## config.mk

```make
export PLATFORM = sky130hd
export DESIGN_NAME = spi_flash_reader
export DESIGN_NICKNAME = d
export VERILOG_FILES = /design/src/rtl/spi_flash_reader.sv
export SDC_FILE = /design/constraint.sdc
export NUM_CORES = 1
export LEC_CHECK = 0
export ABC_CLOCK_PERIOD_IN_PS = 2600
export CORE_AREA = 2 2 89 91
export CTS_BUF_LIST = sky130_fd_sc_hd__clkbuf_4 sky130_fd_sc_hd__clkbuf_8
export CTS_CLUSTER_DIAMETER = 120
export CTS_CLUSTER_SIZE = 24
export DETAILED_ROUTE_END_ITERATION = 7
export DIE_AREA = 0 0 91 93
export DONT_BUFFER_PORTS = 1
export GPL_ROUTABILITY_DRIVEN = 0
export HOLD_SLACK_MARGIN = 0.15
export PLACE_DENSITY = 0.74
export SLEW_MARGIN = 20
export SYNTH_ARGS = -nofsm -noshare
export SYNTH_HDL_FRONTEND = slang
export SYNTH_SLANG_ARGS = --single-unit
```

## constraint.sdc

```tcl
create_clock -name clk -period 2.6 [get_ports clk]
set_input_delay 0.39 -clock clk [delete_from_list [all_inputs] [get_ports clk]]
set_output_delay 0.39 -clock clk [all_outputs]
set_load 0.01 [all_outputs]
```

## src/rtl/spi_flash_reader.sv

```systemverilog
// Read-only SPI NOR flash controller: fetches one 32-bit little-endian word per
// request using the 0x03 READ command (SPI mode 0).
module spi_flash_reader #(
  parameter int unsigned CLK_DIV      = 1,
  parameter logic [23:0] FLASH_OFFSET = 24'h200000
) (
  input  logic        clk,
  input  logic        reset,
  input  logic        req_valid,
  output logic        req_ready,
  input  logic [23:0] req_addr,
  output logic [31:0] rdata,
  output logic        rdata_valid,
  output logic        sck,
  output logic        sdo,
  input  logic        sdi,
  output logic        cs
);

  localparam int unsigned DW = (CLK_DIV > 1) ? $clog2(CLK_DIV) : 1;
  localparam int unsigned CW = $clog2(2 * CLK_DIV);
  localparam logic [DW-1:0] DIV_LAST = DW'(CLK_DIV - 1);
  // IDLE contributes one deselect cycle, so CSHIGH itself lasts 2*CLK_DIV-1 cycles.
  localparam logic [CW-1:0] CS_LAST  = CW'(2 * CLK_DIV - 2);

  typedef enum logic [1:0] {IDLE, SHIFT, CSHIGH} state_t;

  state_t        state, state_n;
  logic          cs_n, sck_n, rdata_valid_n;
  logic [31:0]   shift_out, shift_out_n;
  logic [31:0]   shift_in, shift_in_n;
  logic [31:0]   rdata_n;
  logic [DW-1:0] div_cnt, div_n;
  logic [5:0]    fall_cnt, fall_n;
  logic [CW-1:0] cs_cnt, cs_cnt_n;
  logic [23:0]   flash_addr;

  assign flash_addr = FLASH_OFFSET + (req_addr & ~24'h000003);
  assign req_ready  = (state == IDLE);
  // The out-shift register drains to zero, which also drives sdo low during the in-shift.
  assign sdo        = shift_out[31];

  always_ff @(posedge clk or negedge reset) begin
    if (!reset) begin
      state       <= IDLE;
      cs          <= 1'b1;
      sck         <= 1'b0;
      shift_out   <= '0;
      shift_in    <= '0;
      rdata       <= '0;
      rdata_valid <= 1'b0;
      div_cnt     <= '0;
      fall_cnt    <= '0;
      cs_cnt      <= '0;
    end else begin
      state       <= state_n;
      cs          <= cs_n;
      sck         <= sck_n;
      shift_out   <= shift_out_n;
      shift_in    <= shift_in_n;
      rdata       <= rdata_n;
      rdata_valid <= rdata_valid_n;
      div_cnt     <= div_n;
      fall_cnt    <= fall_n;
      cs_cnt      <= cs_cnt_n;
    end
  end

  always_comb begin
    state_n       = state;
    cs_n          = cs;
    sck_n         = sck;
    shift_out_n   = shift_out;
    shift_in_n    = shift_in;
    rdata_n       = rdata;
    rdata_valid_n = 1'b0;
    div_n         = div_cnt;
    fall_n        = fall_cnt;
    cs_cnt_n      = cs_cnt;
    unique case (state)
      IDLE: begin
        if (req_valid) begin
          state_n     = SHIFT;
          cs_n        = 1'b0;
          sck_n       = 1'b0;
          shift_out_n = {8'h03, flash_addr};
          div_n       = '0;
          fall_n      = '0;
        end
      end
      SHIFT: begin
        if (div_cnt == DIV_LAST) begin
          div_n = '0;
          sck_n = ~sck;
          if (!sck) begin
            shift_in_n = {shift_in[30:0], sdi};
          end else begin
            shift_out_n = {shift_out[30:0], 1'b0};
            fall_n      = fall_cnt + 6'd1;
            if (fall_cnt == 6'd63) begin
              cs_n          = 1'b1;
              state_n       = CSHIGH;
              cs_cnt_n      = '0;
              rdata_valid_n = 1'b1;
              // First received byte sits in the top of shift_in; it belongs in rdata[7:0].
              rdata_n = {shift_in[7:0], shift_in[15:8], shift_in[23:16], shift_in[31:24]};
            end
          end
        end else begin
          div_n = div_cnt + 1'b1;
        end
      end
      CSHIGH: begin
        if (cs_cnt == CS_LAST) state_n = IDLE;
        else                   cs_cnt_n = cs_cnt + 1'b1;
      end
      default: state_n = IDLE;
    endcase
  end

endmodule

```

==> results.md, run 1 <==
Run status:
- The run finished, with violations left.
- The checks that failed: hold timing.

STA:
- At the pin with the least slew margin, the transition time is 578 ps.
- Dividing the final minimum period by the clock period gives 0.788.
- For this run, the top clock speed supported by timing is 488 MHz.
- The time the worst path needs with I/O delays and setup is 2050 ps.
- The largest clock skew in the final design is 19.7 ps.
- The total count of max-transition violations in the final report is 0.
- The number of endpoints with negative hold slack in the final report is 105.
- Setup violations remaining at the end of the flow were counted as 0.
- Headroom to the max-slew limit came out at 0.615.
- Setup repair after global routing left no endpoint under its margin.
- The accumulated negative setup slack is 0 ps.
- The final hold slack is -286 ps.

Worst setup path:
- The critical path capture point type is a flip-flop.
- The worst register-to-register path ends at rdata[31].
- The worst setup path is launched from a flip-flop.
- The setup path with the least slack is of type flip-flop to flip-flop.
- Setup slack on the worst reg-to-reg path comes out at 550 ps.
- In this run the critical register-to-register path is launched from sck.
- The data required time of the critical path is 2860 ps.
- The slowest cell on the critical path is dfrtp_1.
- The family of cells with the greatest summed delay on the critical path is simple AND/OR/NAND/NOR gates.
- On the worst path, the slowest cell contributes a delay of 580 ps.
- The data arrival at the endpoint of the critical path is 2310 ps.
- The number of buffers and inverters on the critical path is 1.
- The critical path goes through nand3b_4 -> or3_1 -> clkinv_4 -> mux2_2.
- The largest fanout of any net on the critical path is 31.
- Counting cells, the worst reg-to-reg path comes to 4.

Floorplan:
- The die boundary height is 93 µm.
- The initial utilization of the core area, before any placement, comes to 0.584.
- 65 I/O pins were placed.
- From left edge to right edge, the die measures 91 µm.
- After floorplanning, the core was divided into 32 placement rows.
- The die covers 8460 µm².
- The total area inside the core boundary comes to 7530 µm².

Power and ir drop:
- Of the total power, the clock network draws 0.217.
- The proportion of total power due to net switching is 0.315.
- The share of total power dissipated in sequential elements is 0.535.
- VDD sags by at most 576 µV.
- The overall power of the completed layout is 4.79 mW.
- Internal power comes to 3.28 mW.
- The analysis attributes to cell leakage a power of 2.26 nW.
- The reported net switching power is 1.51 mW.
- The combinational fraction of design power is 0.248.
- The total power divided by cell area is 1040 nW/µm².

Routing:
- The count of nets left with antenna violations once routing finished came out at 0.
- The wire length on met2 is 3380 µm.
- The detailed router placed 2345 vias in this run.
- The length of routed met3 wiring is 458 µm.
- The routed via count divided by cell count is 5.78.
- The first detailed-routing pass ran for 4 iterations.
- The post-detailed-route DRC marker count is 0.
- The routed metal-1 wire length is 3230 µm.
- The initial detailed-routing violation count is 97.
- The highest metal layer carrying signal wires in the routed design is met4.
- For this block, the routed nets add up to 7120 µm of wire.
- In the final routed layout, each cell accounts on average for 17.5 µm.

Placement:
- The post-detailed-placement cell area is 4400 µm².
- The detailed-placement wirelength estimate is 4410 µm.
- During placement, the flow inserted port buffers numbering 0.

Layout:
- The cell area after layout is 4620 µm².
- For this run, the share of the core covered by cells in the final layout is 0.614.
- The ratio of cells with drive above 1 in the final layout is 0.289.
- The number of inserted diodes is 0.
- In the layout the commonest cells are 104 x dfrtp_1, 35 x mux2_2, 28 x mux2_4, 24 x nand3_1, 23 x o21ai_0.
- Leaving out fill and tap cells, the most frequent cell in the layout is dfrtp_1.
- From synthesis to final layout, the design area changed by 5.12%.
- The number of nets in the final layout is 329.
- The filler cells instantiated in the layout total 615.

Synthesis:
- The netlist uses 38 different library cells.
- The async set-reset flop share out of synthesis is 1.00.
- The count of synthesis-stage warnings from yosys is 0.
- The number of standard cells after synthesis is 304.
- Counting flops with a built-in enable in the synthesized netlist gives 0.
- For this run, the register share of the synthesized area comes to 0.598.
- In the synthesized netlist the dominant register cell turns out to be dfrtp_1.
- The synthesized netlist net count is 334.
- The average size of a mapped cell is 14.5 µm².
- The mapped netlist covers 4400 µm².
- In this run, synthesis produced a sequential element count of 105.

Clock tree:
- The clock net in this run drives a total of 105 sinks.
- Clock-pin slew was measured on the worst setup and hold paths at 110 ps.
- The number of CTS-inserted buffers is 9.
- The number of setup buffers added after CTS is 0.
- The level count of the clock H-tree is 3.
- TritonCTS built the clock tree.
- The clock latency reported for the late side of the worst-skew pair is 370 ps.
- No sink is reached through more buffers than the 2 on the longest clock path.
- The tree is rooted in a clkbuf_8.

GRT:
- In the global route stage, overall resource usage came out at 0.183.
- Summed over all layers, the global routing overflow is 0.
- The via count of the first global-routing pass is 2461.
- The first global-routing pass estimated 12300 µm of wire.
- The number of antenna violations at the first check in global routing is 0.
- The pin count of the biggest net entering global routing is 106.

Flow run:
- Max-cap violations in this run came to 0.

Worst hold path:
- The classification of the worst-slack hold path is primary input to asynchronous set/reset pin.
## logic make-up after synthesis
group           synth area share
buf+inv                   0.0390
simple gates              0.0575
compound gates            0.0583
xor+xnor                 0.00398
mux                        0.238
flops                      0.598
fa+ha+maj                0.00569
## power groups by stage
stage	sequential [mW]	combinational (mW)	clock, mW
4_1_cts	2.57	1.20	1.07
6_report	2.57	1.19	1.04
3_5_place_dp	2.60	1.20	0
3_3_place_gp	2.58	1.15	0
2_1_floorplan	2.47	1.06	0
5_1_grt	2.65	1.33	1.14
## cell type report
type,count,area (µm²),share of cell area
clock buffer,9,124,0.0268
clock inverter,7,86.3,0.0187
inverter,3,16.3,0.00352
multi-input combinational,175,1600,0.346
sequential,105,2630,0.569
tap,102,128,0.0276
timing repair buffer,5,40.0,0.00866
## flip-flops by register name, summed over array words and instances, names as in the netlist
| name | flops |
|---|---|
| rdata | 32 |
| shift_in | 32 |
| fall_cnt | 6 |
| shift_out | 30 |
| state | 2 |
| cs | 1 |
| sck | 1 |
| rdata_valid | 1 |
## layer usage
| metal | global-route usage | vias to the layer above |
|---|---|---|
| met2 | 0.285 | 48 |
| met5 | 0 | - |
| met4 | 0.0568 | 0 |
| met1 | 0.240 | 1216 |
| li1 | - | 1075 |
| met3 | 0.0701 | 6 |
## worst reg2reg max path: cells and delay by family, from the launching register on
kind | cells | cell delay [ps]
simple gates | 2 | 620
buf+inv | 1 | 360
flops | 1 | 580
mux | 1 | 390
## Yosys cell counts, types with 2 or more instances
| library cell | number | share of area |
|---|---|---|
| buf_1 | 2 | 0.0017 |
| o22a_1 | 2 | 0.0040 |
| buf_2 | 7 | 0.0080 |
| buf_4 | 3 | 0.0051 |
| or3_1 | 2 | 0.0028 |
| inv_1 | 2 | 0.0017 |
| nand2_1 | 3 | 0.0026 |
| a22o_1 | 8 | 0.016 |
| clkbuf_1 | 5 | 0.0043 |
| mux2i_1 | 22 | 0.050 |
| o21ai_0 | 23 | 0.026 |
| ha_1 | 2 | 0.0057 |
| buf_12 | 3 | 0.014 |
| xor2_1 | 2 | 0.0040 |
| nor2_1 | 7 | 0.0060 |
| nand3_1 | 24 | 0.027 |
| nand4b_1 | 2 | 0.0040 |
| mux2_4 | 28 | 0.096 |
| mux2_2 | 35 | 0.090 |
| dfrtp_1 | 104 | 0.59 |
## how the worst max path moves through the flow
stage / start / endpoint / slack (ps) / cells after the start
after floorplan: sck / rdata[0] / 810 / 6
after global placement: sck / rdata[31] / 550 / 4
after detailed placement: sck / rdata[31] / 530 / 4
after CTS: sck / rdata[31] / 530 / 4
after global routing: sck / shift_out[23] / 440 / 4
final: sck / rdata[31] / 550 / 4
## per-stage QoR
step | worst slack [ps] | instances
6_report | 550 | 406
5_1_grt | 443 | 406
4_1_cts | 529 | 405
3_5_place_dp | 534 | 389
3_3_place_gp | 551 | 389
2_1_floorplan | 809 | 304
## timing repair
action / CTS / global route
setup endpoints to repair: 0 / 0
gates resized for setup: 0 / 0
endpoints found under the hold margin: 105 / 106
Power figures use the tool's default switching activity.
==> inputs of run 2 (changes only) <==
==> config.mk (replaced) <==
export PLATFORM = sky130hd
export DESIGN_NAME = spi_flash_reader
export DESIGN_NICKNAME = d
export VERILOG_FILES = /design/src/rtl/spi_flash_reader.sv
export SDC_FILE = /design/constraint.sdc
export NUM_CORES = 1
export LEC_CHECK = 0
export ABC_CLOCK_PERIOD_IN_PS = 1700
export CORE_AREA = 2 2 90 92
export CTS_BUF_LIST = sky130_fd_sc_hd__clkbuf_4 sky130_fd_sc_hd__clkbuf_8
export CTS_CLUSTER_DIAMETER = 120
export CTS_CLUSTER_SIZE = 24
export DETAILED_ROUTE_END_ITERATION = 7
export DIE_AREA = 0 0 92 94
export DONT_BUFFER_PORTS = 1
export GPL_ROUTABILITY_DRIVEN = 0
export HOLD_SLACK_MARGIN = 0.15
export PLACE_DENSITY = 0.76
export SLEW_MARGIN = 20
export SYNTH_ARGS = -nofsm -noshare
export SYNTH_HDL_FRONTEND = slang
export SYNTH_SLANG_ARGS = --single-unit
==> constraint.sdc (replaced) <==
create_clock -name clk -period 1.7 [get_ports clk]
set_input_delay 0.255 -clock clk [delete_from_list [all_inputs] [get_ports clk]]
set_output_delay 0.255 -clock clk [all_outputs]
set_load 0.01 [all_outputs]
==> run 2 against run 1 <==
Against the previous run:
- the flow finishes with violations (hold timing, setup timing)
- clock skew shrank 11 ps
- non-clock buffer count grew 49
- largest power group unchanged
- utilization grew 6.2 points
- clock-buffer cell count grew 3
==> results.md, run 2 (synthesis results as in run 1) <==
Routing:
- The first detailed-routing pass ran for 4 iterations.
- The number of nets with antenna violations after routing is 0.
- After detailed routing, the average wire length per cell comes to 17.9 µm.
- Summing over every cut layer, the via total after detailed routing is 2538.
- Summed over all layers, the routed wires come to 8160 µm.
- The routed via count divided by cell count is 5.57.
- After detailed routing, the number of remaining DRC violations is 0.
- The initial detailed-routing violation count is 117.

Clock tree:
- Clock-pin slew was measured on the worst setup and hold paths at 90 ps.
- The clock latency reported for the late side of the worst-skew pair is 370 ps.
- The number of hold buffers added after CTS was 22.
- The tree is rooted in a clkbuf_8.
- The number of CTS-inserted buffers is 9.
- CTS built an H-tree with a depth of 3.
- The clock sink total is 105.
- The CTS tree is yes.
- The number of buffers on the longest clock path is 2.

Worst setup path:
- The worst register-to-register path has a setup slack of -2 ps.
- Along the worst path, the maximum fanout reaches 9.
- Data on the critical path arrives at its endpoint at 1960 ps.
- The critical path start-end classification is flip-flop to flip-flop.
- The slowest cell on the critical path is or3_4.
- Walking the worst path, the cells encountered are ha_2 -> nand3_2 -> or3_4 -> clkinv_8 -> buf_12 -> mux2_4.
- In this design, the largest share of critical-path delay is due to simple AND/OR/NAND/NOR gates.
- The worst path buffer plus inverter count is 2.
- The critical path capture point type is a flip-flop.
- Data on the critical path is required at its endpoint by 1950 ps.
- In this design, the stage delay of the slowest critical-path cell is 410 ps.
- The kind of launch point of the worst setup path is a flip-flop.

Placement:
- During placement, the flow inserted port buffers numbering 0.
- Summing all placed instances gives a cell area of 4650 µm².
- Once detailed placement completed, the half-perimeter wirelength came to 4990 µm.

Layout:
- The number of inserted diodes is 0.
- In the final layout, the registers with the most flip-flops are rdata: 32 flops, shift_in: 32 flops, shift_out: 30 flops.
- The area of all sequential standard cells is 2630 µm².
- The number of nets in the final layout is 379.
- Relative to the synthesized area, the layout overhead comes to 17.0%.
- The multi-input combinational cells in the finished layout cover a total of 1620 µm².
- Fill cells in the final layout number 541.
- Leaving out fill and tap cells, the most frequent cell in the layout is dfrtp_1.
- Leaving out fill and tap cells, the most frequent cells in the layout are 103 x dfrtp_1, 35 x mux2_2, 28 x mux2_4, 27 x buf_4.
- After routing the design area is 5140 µm².
- Of the cells placed in the final design, the portion with a size suffix greater than 1 is 0.345.

STA:
- Of the available clock period, the critical path in the final layout requires 1.00.
- Setup repair after global routing could not meet its margin everywhere.
- The worst-margin pin slew is 363 ps.
- Setup violations remaining at the end of the flow were counted as 1.
- The total count of max-transition violations in the final report is 0.
- The final hold slack is -427 ps.
- The number of endpoints with negative hold slack in the final report is 105.
- Measured against its own limit, the worst slew margin works out to 0.758.
- Static timing analysis puts the maximum clock frequency at 588 MHz.
- The time the worst path needs with I/O delays and setup is 1700 ps.
- Across the routed clock network, the largest skew measured is 8.58 ps.
- The worst path setup slack after routing is -1.57 ps.

Floorplan:
- The floorplan step set the die width to 92 µm.
- The initial cell density of the core is 0.578.
- The floorplan has 32 rows.
- The floorplan step defined a die boundary enclosing 8650 µm².
- The die boundary height is 94 µm.
- The floorplan step defined a core boundary enclosing 7610 µm².
- The number of top-level pins is 65.

Run status:
- The run finished, with violations left.
- The checks that failed: hold timing, setup timing.

Power and ir drop:
- The leakage power is 2.52 nW.
- After layout, the design draws a total of 7.81 mW.
- Across the VDD grid, the largest voltage drop is 799 µV.
- The fraction of power consumed by the clock network is 0.204.
- The internal portion of the total power is 5.42 mW.
- The share of total power dissipated in combinational logic is 0.298.
- The total power divided by cell area is 1520 nW/µm².
- The share of power burned in registers is 0.498.
- Of the total power, the share spent switching nets is 0.307.
- The reported net switching power is 2.40 mW.

GRT:
- The via count of the first global-routing pass is 2708.
- In the global route stage, overall resource usage came out at 0.202.
- The first-pass GRT wire length is 13600 µm.
- The overflow left after global routing is 0.
- The number of antenna violations at the first check in global routing was 0.
- Entering global routing, the biggest net connects 106 pins.

Flow run:
- The tool flagged a number of max-cap violations equal to 0.

Worst hold path:
- The worst hold path belongs to the class primary input to asynchronous set/reset pin.
[run 2: cell types whose count changed in the layout (fill, tap and decap cells not counted), moves of 2 or more]
cell / change
clkbuf_8: +2
dlygate4sd3_1: +21
inv_8: -2
buf_4: +23
buf_12: +4
[run 2: layer usage]
layer  vias up  GRT usage  wire length, µm
met3         8     0.0530              448
met5         -          0                0
met2        51      0.326             3860
li1       1175          -                -
met4         0     0.0734               86
met1      1304      0.267             3770
[run 2: worst paths after layout]
path                                from            end  depth (start not counted)
setup / recovery             fall_cnt[0]       rdata[9]                          6
hold / removal                     reset  shift_out[13]                          0
setup reg to reg             fall_cnt[0]       rdata[9]                          6
hold reg to reg            shift_out[12]  shift_out[12]                          2
max in group asynchronous          reset             cs                          0
min in group clk            req_addr[23]  shift_out[23]                          3
[run 2: timing repair]
action,4_1_cts,5_1_grt
gates resized for setup,1,2
endpoints found under the setup margin,31,34
pin swaps,2,0
setup buffers,1,2
hold endpoints to repair,127,105
cloned,1,1
[run 2: power by group through the flow]
stage | combinational (mW) | clock [mW] | sequential [mW]
after CTS | 2.21 | 1.63 | 3.90
after detailed placement | 2.13 | 0 | 3.94
after floorplan | 1.63 | 0 | 3.79
final | 2.33 | 1.60 | 3.89
after global placement | 2.05 | 0 | 3.88
after global routing | 2.56 | 1.73 | 4.00
[run 2: cell type report]
cell class | instances | area share
Clock inverter | 4 | 0.00997
Inverter | 3 | 0.00462
Multi-Input combinational cell | 175 | 0.314
Tap cell | 102 | 0.0248
Timing Repair Buffer | 54 | 0.103
Sequential cell | 105 | 0.511
Timing Repair inverter | 1 | 0.00170
Clock buffer | 12 | 0.0309
[run 2: per-stage QoR]
stage / worst slack [ps] / TNS (ps) / hold slack [ps] / utilization / cells
3_5_place_dp: -129 / -2790 / -38.3 / 0.611 / 413
3_3_place_gp: -81.1 / -1770 / -38.5 / 0.611 / 413
2_1_floorplan: -36.4 / -967 / -40.6 / - / 304
5_1_grt: -58.0 / -950 / -450 / 0.676 / 456
6_report: -1.57 / -1.57 / -427 / 0.676 / 456
4_1_cts: 0.166 / 0 / -439 / 0.671 / 453
[run 2: worst reg2reg max path, stage by stage (launching register included)]
cell and delay (ps):
dfrtp_1 370, ha_2 200, nand3_2 70, or3_4 410, clkinv_8 100, buf_12 140
mux2_4 310
